<file path="src/rtl/fetch_prefetch_queue.sv">
// Instruction prefetch buffer: issues sequential word fetches and buffers returned
// instructions with their PCs in an in-order show-ahead queue. Redirects flush everything.
module fetch_prefetch_queue #(
  parameter int unsigned DEPTH           = 4,
  parameter int unsigned MAX_OUTSTANDING = 2,
  parameter logic [31:0] RESET_PC        = 32'h0000_0000
) (
  input  logic        clk,
  input  logic        reset,
  input  logic        redirect_i,
  input  logic [31:0] redirect_pc_i,
  input  logic        stall_i,
  output logic        instr_valid_o,
  output logic [31:0] instr_o,
  output logic [31:0] pc_o,
  output logic        mem_req_o,
  output logic [31:0] mem_addr_o,
  input  logic        mem_gnt_i,
  input  logic        mem_rvalid_i,
  input  logic [31:0] mem_rdata_i
);

  localparam int unsigned PW = (DEPTH > 1) ? $clog2(DEPTH) : 1;
  localparam int unsigned CW = $clog2(DEPTH + 1);
  localparam int unsigned OW = $clog2(MAX_OUTSTANDING + 1);

  logic [31:0]   instr_mem_q [DEPTH];
  logic [31:0]   pc_mem_q    [DEPTH];
  logic [PW-1:0] wr_ptr_q, wr_ptr_d;
  logic [PW-1:0] rd_ptr_q, rd_ptr_d;
  logic [CW-1:0] count_q, count_d;
  logic [OW-1:0] outstanding_q, outstanding_d;
  logic [OW-1:0] discard_q, discard_d;
  logic [31:0]   fetch_pc_q, fetch_pc_d;
  logic [31:0]   rsp_pc_q, rsp_pc_d;
  logic          empty, room, gnt_fire, rsp_fire, push, pop;

  // Reserving a slot for every in-flight request means a response can always be pushed.
  assign empty = (count_q == '0);
  assign room  = ((32'(count_q) + 32'(outstanding_q)) < DEPTH) &&
                 (32'(outstanding_q) < MAX_OUTSTANDING);

  assign mem_req_o     = !reset && !redirect_i && room;
  assign mem_addr_o    = fetch_pc_q;
  assign instr_valid_o = !reset && !empty && !redirect_i;
  assign instr_o       = empty ? '0 : instr_mem_q[rd_ptr_q];
  assign pc_o          = empty ? '0 : pc_mem_q[rd_ptr_q];

  assign gnt_fire = mem_req_o && mem_gnt_i;
  assign rsp_fire = mem_rvalid_i && (outstanding_q != '0);
  assign push     = rsp_fire && !redirect_i && (discard_q == '0);
  assign pop      = instr_valid_o && !stall_i;

  always_comb begin
    wr_ptr_d      = wr_ptr_q;
    rd_ptr_d      = rd_ptr_q;
    count_d       = count_q;
    outstanding_d = outstanding_q;
    discard_d     = discard_q;
    fetch_pc_d    = fetch_pc_q;
    rsp_pc_d      = rsp_pc_q;

    if (gnt_fire) outstanding_d = outstanding_d + OW'(1);
    if (rsp_fire) outstanding_d = outstanding_d - OW'(1);

    if (redirect_i) begin
      // Everything still in flight after this cycle belongs to the old path.
      wr_ptr_d   = '0;
      rd_ptr_d   = '0;
      count_d    = '0;
      discard_d  = outstanding_d;
      fetch_pc_d = {redirect_pc_i[31:2], 2'b00};
      rsp_pc_d   = {redirect_pc_i[31:2], 2'b00};
    end else begin
      if (rsp_fire && (discard_q != '0)) discard_d = discard_q - OW'(1);
      if (push) begin
        wr_ptr_d = wr_ptr_q + PW'(1);
        rsp_pc_d = rsp_pc_q + 32'd4;
      end
      if (pop) rd_ptr_d = rd_ptr_q + PW'(1);
      case ({push, pop})
        2'b10:   count_d = count_q + CW'(1);
        2'b01:   count_d = count_q - CW'(1);
        default: ;
      endcase
      if (gnt_fire) fetch_pc_d = fetch_pc_q + 32'd4;
    end
  end

  always_ff @(posedge clk) begin
    if (push && !reset) begin
      instr_mem_q[wr_ptr_q] <= mem_rdata_i;
      pc_mem_q[wr_ptr_q]    <= rsp_pc_q;
    end
  end

  always_ff @(posedge clk) begin
    if (reset) begin
      wr_ptr_q      <= '0;
      rd_ptr_q      <= '0;
      count_q       <= '0;
      outstanding_q <= '0;
      discard_q     <= '0;
      fetch_pc_q    <= RESET_PC;
      rsp_pc_q      <= RESET_PC;
    end else begin
      wr_ptr_q      <= wr_ptr_d;
      rd_ptr_q      <= rd_ptr_d;
      count_q       <= count_d;
      outstanding_q <= outstanding_d;
      discard_q     <= discard_d;
      fetch_pc_q    <= fetch_pc_d;
      rsp_pc_q      <= rsp_pc_d;
    end
  end

endmodule

</file>
<file path="config.mk">
export PLATFORM = sky130hd
export DESIGN_NAME = fetch_prefetch_queue
export DESIGN_NICKNAME = d
export VERILOG_FILES = /design/src/rtl/fetch_prefetch_queue.sv
export SDC_FILE = /design/constraint.sdc
export NUM_CORES = 1
export LEC_CHECK = 0
export CAP_MARGIN = 20
export CELL_PAD_IN_SITES_DETAIL_PLACEMENT = 1
export CELL_PAD_IN_SITES_GLOBAL_PLACEMENT = 1
export CORE_MARGIN = 5
export CORE_UTILIZATION = 25
export DETAILED_ROUTE_END_ITERATION = 8
export GPL_TIMING_DRIVEN = 0
export PLACE_DENSITY_LB_ADDON = 0.3
export SKIP_LAST_GASP = 1
export SYNTH_ARGS = -nofsm -noshare
export SYNTH_HDL_FRONTEND = slang
export SYNTH_SLANG_ARGS = --single-unit
</file>
<file path="constraint.sdc">
create_clock -name clk -period 5.5 [get_ports clk]
set_clock_uncertainty 0.2 [all_clocks]
set_input_delay 1.1 -clock clk [delete_from_list [all_inputs] [get_ports clk]]
set_output_delay 1.1 -clock clk [all_outputs]
set_load 0.02 [all_outputs]
</file>
## After elaboration in Yosys (flattened, before gate mapping)

Memories as Yosys holds them, arrays and structs flattened. A register that Yosys moved wholly into a read port is not among the register bits.
Cells that the tools add are included.

| cells by class | value |
|---|---|
| add/sub/neg operators | 10 |
| multipliers | 0 |
| divide/modulo/power cells | 0 |
| $lt $le $gt $ge | 2 |
| equality and inequality tests | 2 |
| shift operators | 0 |
| muxes and demuxes | 17 |
| bitwise gates (word level) | 0 |
| reduce and logical (&&, ||, !) cells | 25 |

Operators with widths:

| operator | count |
|---|---|
| 2-to-1 mux 32 bit | 6 |
| adder 32 x 3 -> 32 bit (second input constant) | 2 |
| 2-to-1 mux 2 bit | 8 |
| logical AND 1 bit | 12 |
| nonzero test 2 bit | 6 |
| adder 2 x 1 -> 2 bit (second input constant) | 3 |
| case mux 3 bit (2 select lines) | 1 |
| adder 3 x 2 -> 4 bit | 1 |
| logical NOT 1 bit | 4 |
| < comparator 4 x 3 -> 1 bit (second input constant) | 1 |
| subtractor 2 x 1 -> 2 bit (second input constant) | 2 |
| adder 3 x 1 -> 3 bit (second input constant) | 1 |
| logical NOT 3 bit | 1 |
| subtractor 3 x 1 -> 3 bit (second input constant) | 1 |
| == test 2 x 1 -> 1 bit (second input constant) | 1 |
| == test 2 bit (second input constant) | 1 |
| logical NOT 2 bit | 1 |
| < comparator 2 bit (second input constant) | 1 |
| 2-to-1 mux 1 bit | 2 |
| OR reduction 2 bit | 1 |

| word-level totals | value |
|---|---|
| flip-flop bits (word level) | 75 |
| latch bits | 0 |
| memory bits (writable) | 256 |
| bits in read-only memories | 0 |
| input bits | 70 |
| output and inout port bits | 98 |
| word-level logic and storage cells | 67 |
| memories | 2 |

Memories:

| name | words | bits a word | rd ports | clocked after Yosys merged registers in | write ports | RTL line | text |
|---|---|---|---|---|---|---|---|
| instr_mem_q | 4 | 32 | 1 | 1 | 1 | 27 | `logic [31:0] instr_mem_q [DEPTH];` |
| pc_mem_q | 4 | 32 | 1 | 1 | 1 | 28 | `logic [31:0] pc_mem_q [DEPTH];` |

## Logic depth before layout (Yosys ltp)

| depth | value |
|---|---|
| depth in word-level cells | 9 |
| mapped depth | 11 |
| mapped depth without buffers | 10 |

## Worst setup path before layout

Ideal clock, no wire load.

| timing | value |
|---|---|
| path type | input to register |
| start point | input redirect_i |
| end point | memory instr_mem_q[0][0] (enable) |
| library setup time | 427 ps |
| data arrival time | 3092 ps |
| required time | 4873 ps |
| setup slack | 1781 ps |
| stages | 4 |
| buffers on the path | 2 |
| cell sequence | buf_6 -> clkbuf_1 -> nor2_1 -> and3_1 |

| on the way | value |
|---|---|
| cells in the longest elaborated chain, start to end | 6 |

Ends and longest elaborated chain:

| element | RTL line | text |
|---|---|---|
| start: declaration | 10 | `input logic redirect_i,` |
| logical NOT 1 bit | 51 | `assign push = rsp_fire && !redirect_i && (discard_q == '0);` |
| logical AND 1 bit (2 in series) | 51 |  |
| logical AND 1 bit | 91 | `if (push && !reset) begin` |
| 2-to-1 mux 1 bit | 91 |  |
| 2-to-1 mux 1 bit (not written as such) | 92 | `instr_mem_q[wr_ptr_q] <= mem_rdata_i;` |
| end: declaration | 27 |  |

Every way passes these cells.

## Final worst setup path

| timing | value |
|---|---|
| start point | register count_q[2] |
| end point | output instr_o[24] |

| on the way | value |
|---|---|
| cells in the longest elaborated chain, start to end | 2 |

Ends and longest elaborated chain:

| element | RTL line | text |
|---|---|---|
| start: declaration | 31 | `logic [CW-1:0] count_q, count_d;` |
| start signal: assignment | 109 | `count_q <= count_d;` |
| logical NOT 3 bit | 39 | `assign empty = (count_q == '0);` |
| 2-to-1 mux 32 bit | 46 | `assign instr_o = empty ? '0 : instr_mem_q[rd_ptr_q];` |
| end: declaration | 14 | `output logic [31:0] instr_o,` |

Every way passes these cells.

==> run metrics <==
die area 58,500 µm²; worst hold margin 0.302 ns; most common cell in the synthesized netlist edfxtp_1; CTS tree yes; outcome finished clean; Layout area overhead 28.6%; drt pass-1 iters 5; stages on the worst setup path 5; via count 8,436; critical path's top delay family buffers and inverters; Synth Cell Area 13,400 µm²; Slew HR 0.470; Post-Place Cells 1,769; fin. max-slew vios 0; initial DRC count 531; Syn Inst Count 906; row count 85; crit path launch type flip-flop; Worst-path clk slew 0.06 ns; placement-stage cell area 16,000 µm²; Reg-to-Reg Start count_q[1]$_SDFFE_PP0P_; RR Endpoint mem_addr_o[31]$_SDFFE_PP0P_; fin cells 1,836; Synth async-reset ratio 0; Final GP Congestion 0.802; crit-path cells nor3_1 -> clkbuf_1 -> clkbuf_1 -> nor2b_1 -> clkdlybuf4s50_1; post-cts sizing count 0; I/O pin count 168; ys flop type edfxtp_1; DP HPWL 26,000 µm; post-synth cell types 51; slowest CP cell clkbuf_1; Wirelength per Cell 20.4 µm; Mean Syn Cell Area 14.8 µm²; EDFF count, synth 248; #FFs+latches synth 321; crit path kind flip-flop to primary output; YS warnings 0; global-route wire length before repair 57,000 µm; fmax 220 MHz; share of cells above drive strength 1 0.130; H-tree Lvls 2; clk buf depth 3; r2r setup slk 2.64 ns; initial antenna violation count 0; Vias/cell 4.59; setup bufs post-CTS 0; Port Buf Inserts 159; CTS Buf Count 37; max_cap viols 0; ant diodes 0; Psw 0.00132 W; Crit. End Element primary output; WP data required 4.20 ns; Pwr per Cell Area 332 nW/µm²; critical path's largest stage delay 0.64 ns; Final Setup Violations 0; met3 Usage GRT 0.0236; Detailed Route WL 37,500 µm; WP buf/inv 3; GRT Max-Usage Layer met2; hold crit path type flip-flop to flip-flop; Core Region 53,500 µm²; die span in x 242 µm; TNS Setup 0 ns; Hold Vio Cnt, Final 0; clk sinks 321; Clock Latency Late Sink 0.54 ns; vias in the first global route 8,964; reg2reg path depth 7; peak supply drop 183 µV; CP most frequent cell clkbuf_1; hold_buf cts 0; clk root buf clkbuf_16; Yosys top cell by area edfxtp_1; Sequential Power Share 0.481; M1 GR Usage 0.170; Pint 0.00441 W; Sw Share 0.230; All-Layer GR Usage 0.126; Worst Path Max Fanout 10; crit path from count_q[2]$_SDFFE_PP0P_; setup repair after global routing missed its margin no; Setup crit end instr_o[24]; largest net degree at the start of global routing 53; period utilization 0.825; # nets final 1,193; drt drc 0; dominant cells by area after synthesis edfxtp_1 (55%), dfxtp_1 (11%), mux4_2 (10%), nor2b_1 (2.9%), xor2_1 (1.8%); Pwr Total 0.00573 W; Die Height 242 µm; Synth top area share 0.554; minimum clock period 4.54 ns; global route total overflow 0; top cells by count, synth edfxtp_1 (248), dfxtp_1 (73), nor2b_1 (63); sequential area share after synthesis 0.663; CP Data Arrival Time 3.24 ns; design area 17,300 µm²; leakage 5.39 nW; Clk pwr share 0.433; part of the power in combinational logic 0.086; Least-Margin Pin Slew 0.788 ns; GR Util met2 0.209; Starting Density 0.251; DRT antenna net count 0
==> power by group through the flow <==
stage	registers, W	logic [W]	clock network (W)
final	0.00276	0.000494	0.00248
after global routing	0.00277	0.000545	0.00268
after CTS	0.00276	0.000507	0.00257
after detailed placement	0.00281	0.000502	0
after global placement	0.00281	0.000489	0
after floorplan	0.00280	0.000263	0
==> cells by family (layout without fill, tap and decap cells) <==
| family | after synthesis | after routing | synth area share |
|---|---|---|---|
| other | 1 | 4 | 0.000279 |
| XOR/XNOR | 40 | 40 | 0.0261 |
| flip-flops | 321 | 321 | 0.663 |
| AND/OR/NAND/NOR | 281 | 281 | 0.115 |
| buffers and inverters | 80 | 311 | 0.0251 |
| multiplexers | 69 | 69 | 0.110 |
| AO/OA/AOI/OAI | 103 | 103 | 0.0503 |
| adder cells (fa/ha/maj) | 11 | 11 | 0.0108 |
==> area by class of cell <==
cell class | instances | area (µm²)
timing repair buffer | 164 | 1710
multi-input combinational | 508 | 4220
tap | 696 | 871
sequential | 321 | 8910
buffer | 54 | 240
inverter | 26 | 97.6
fill | 5641 | 36200
clock inverter | 18 | 208
clock buffer | 49 | 1020
==> registers in the layout, indices dropped and copies added (netlist names), named ones only <==
register,flops
instr_mem_q,128
pc_mem_q,120
mem_addr_o,30
rsp_pc_q,30
count_q,3
discard_q,2
outstanding_q,2
rd_ptr_q,2
wr_ptr_q,2
==> tightest hold or removal path, cell delays in order (launching register included) <==
cell,delay [ns]
dfxtp_1,0.34
nand2_1,0.07
a21oi_1,0.05
==> per-layer routing <==
metal | up-vias | part of all wire
met5 | - | 0
met4 | 0 | 0.023
met3 | 55 | 0.048
met2 | 217 | 0.48
met1 | 4278 | 0.45
li1 | 3886 | -
==> worst min-delay path by stage <==
stage	startpoint	end	slack, ns	cells after the start
global placement	wr_ptr_q[1]$_SDFFE_PP0P_	wr_ptr_q[1]$_SDFFE_PP0P_	0.28	2
CTS	wr_ptr_q[0]$_SDFFE_PP0P_	wr_ptr_q[0]$_SDFFE_PP0P_	0.31	2
detailed placement	wr_ptr_q[0]$_SDFFE_PP0P_	wr_ptr_q[0]$_SDFFE_PP0P_	0.30	2
global route	wr_ptr_q[1]$_SDFFE_PP0P_	wr_ptr_q[1]$_SDFFE_PP0P_	0.32	2
floorplan	wr_ptr_q[0]$_SDFFE_PP0P_	wr_ptr_q[0]$_SDFFE_PP0P_	0.27	2
finish	wr_ptr_q[0]$_SDFFE_PP0P_	wr_ptr_q[0]$_SDFFE_PP0P_	0.30	2
==> cell usage in the layout (no fill, tap or decap), types with 5 or more instances in the layout <==
cell type and instances:
edfxtp_1 248, clkdlybuf4s50_1 159, dfxtp_1 73, nor2b_1 63, mux4_2 62, nand2_1 55, clkbuf_1 50, nor2_1 45
clkbuf_16 39, xor2_1 28, a21oi_1 27, nand3_1 25, inv_1 25, nand4_1 20, a31oi_1 19, a211oi_1 17
xnor2_1 12, and3_1 12, nor4_1 11, a21boi_0 10, ha_1 10, o21ai_0 9, and4_1 9, or3_1 8
nor3_1 7, o211ai_1 6, and2_1 6, buf_2 6, clkinv_2 6, o311ai_0 5, buf_4 5
==> through the flow <==
step / worst slack, ns / util
global placement: -0.362 / 0.297
CTS: 0.742 / 0.323
detailed placement: 1.34 / 0.300
global route: 0.703 / 0.323
finish: 0.964 / 0.323
floorplan: 1.78 / -
(Power assumes the default switching activity.)
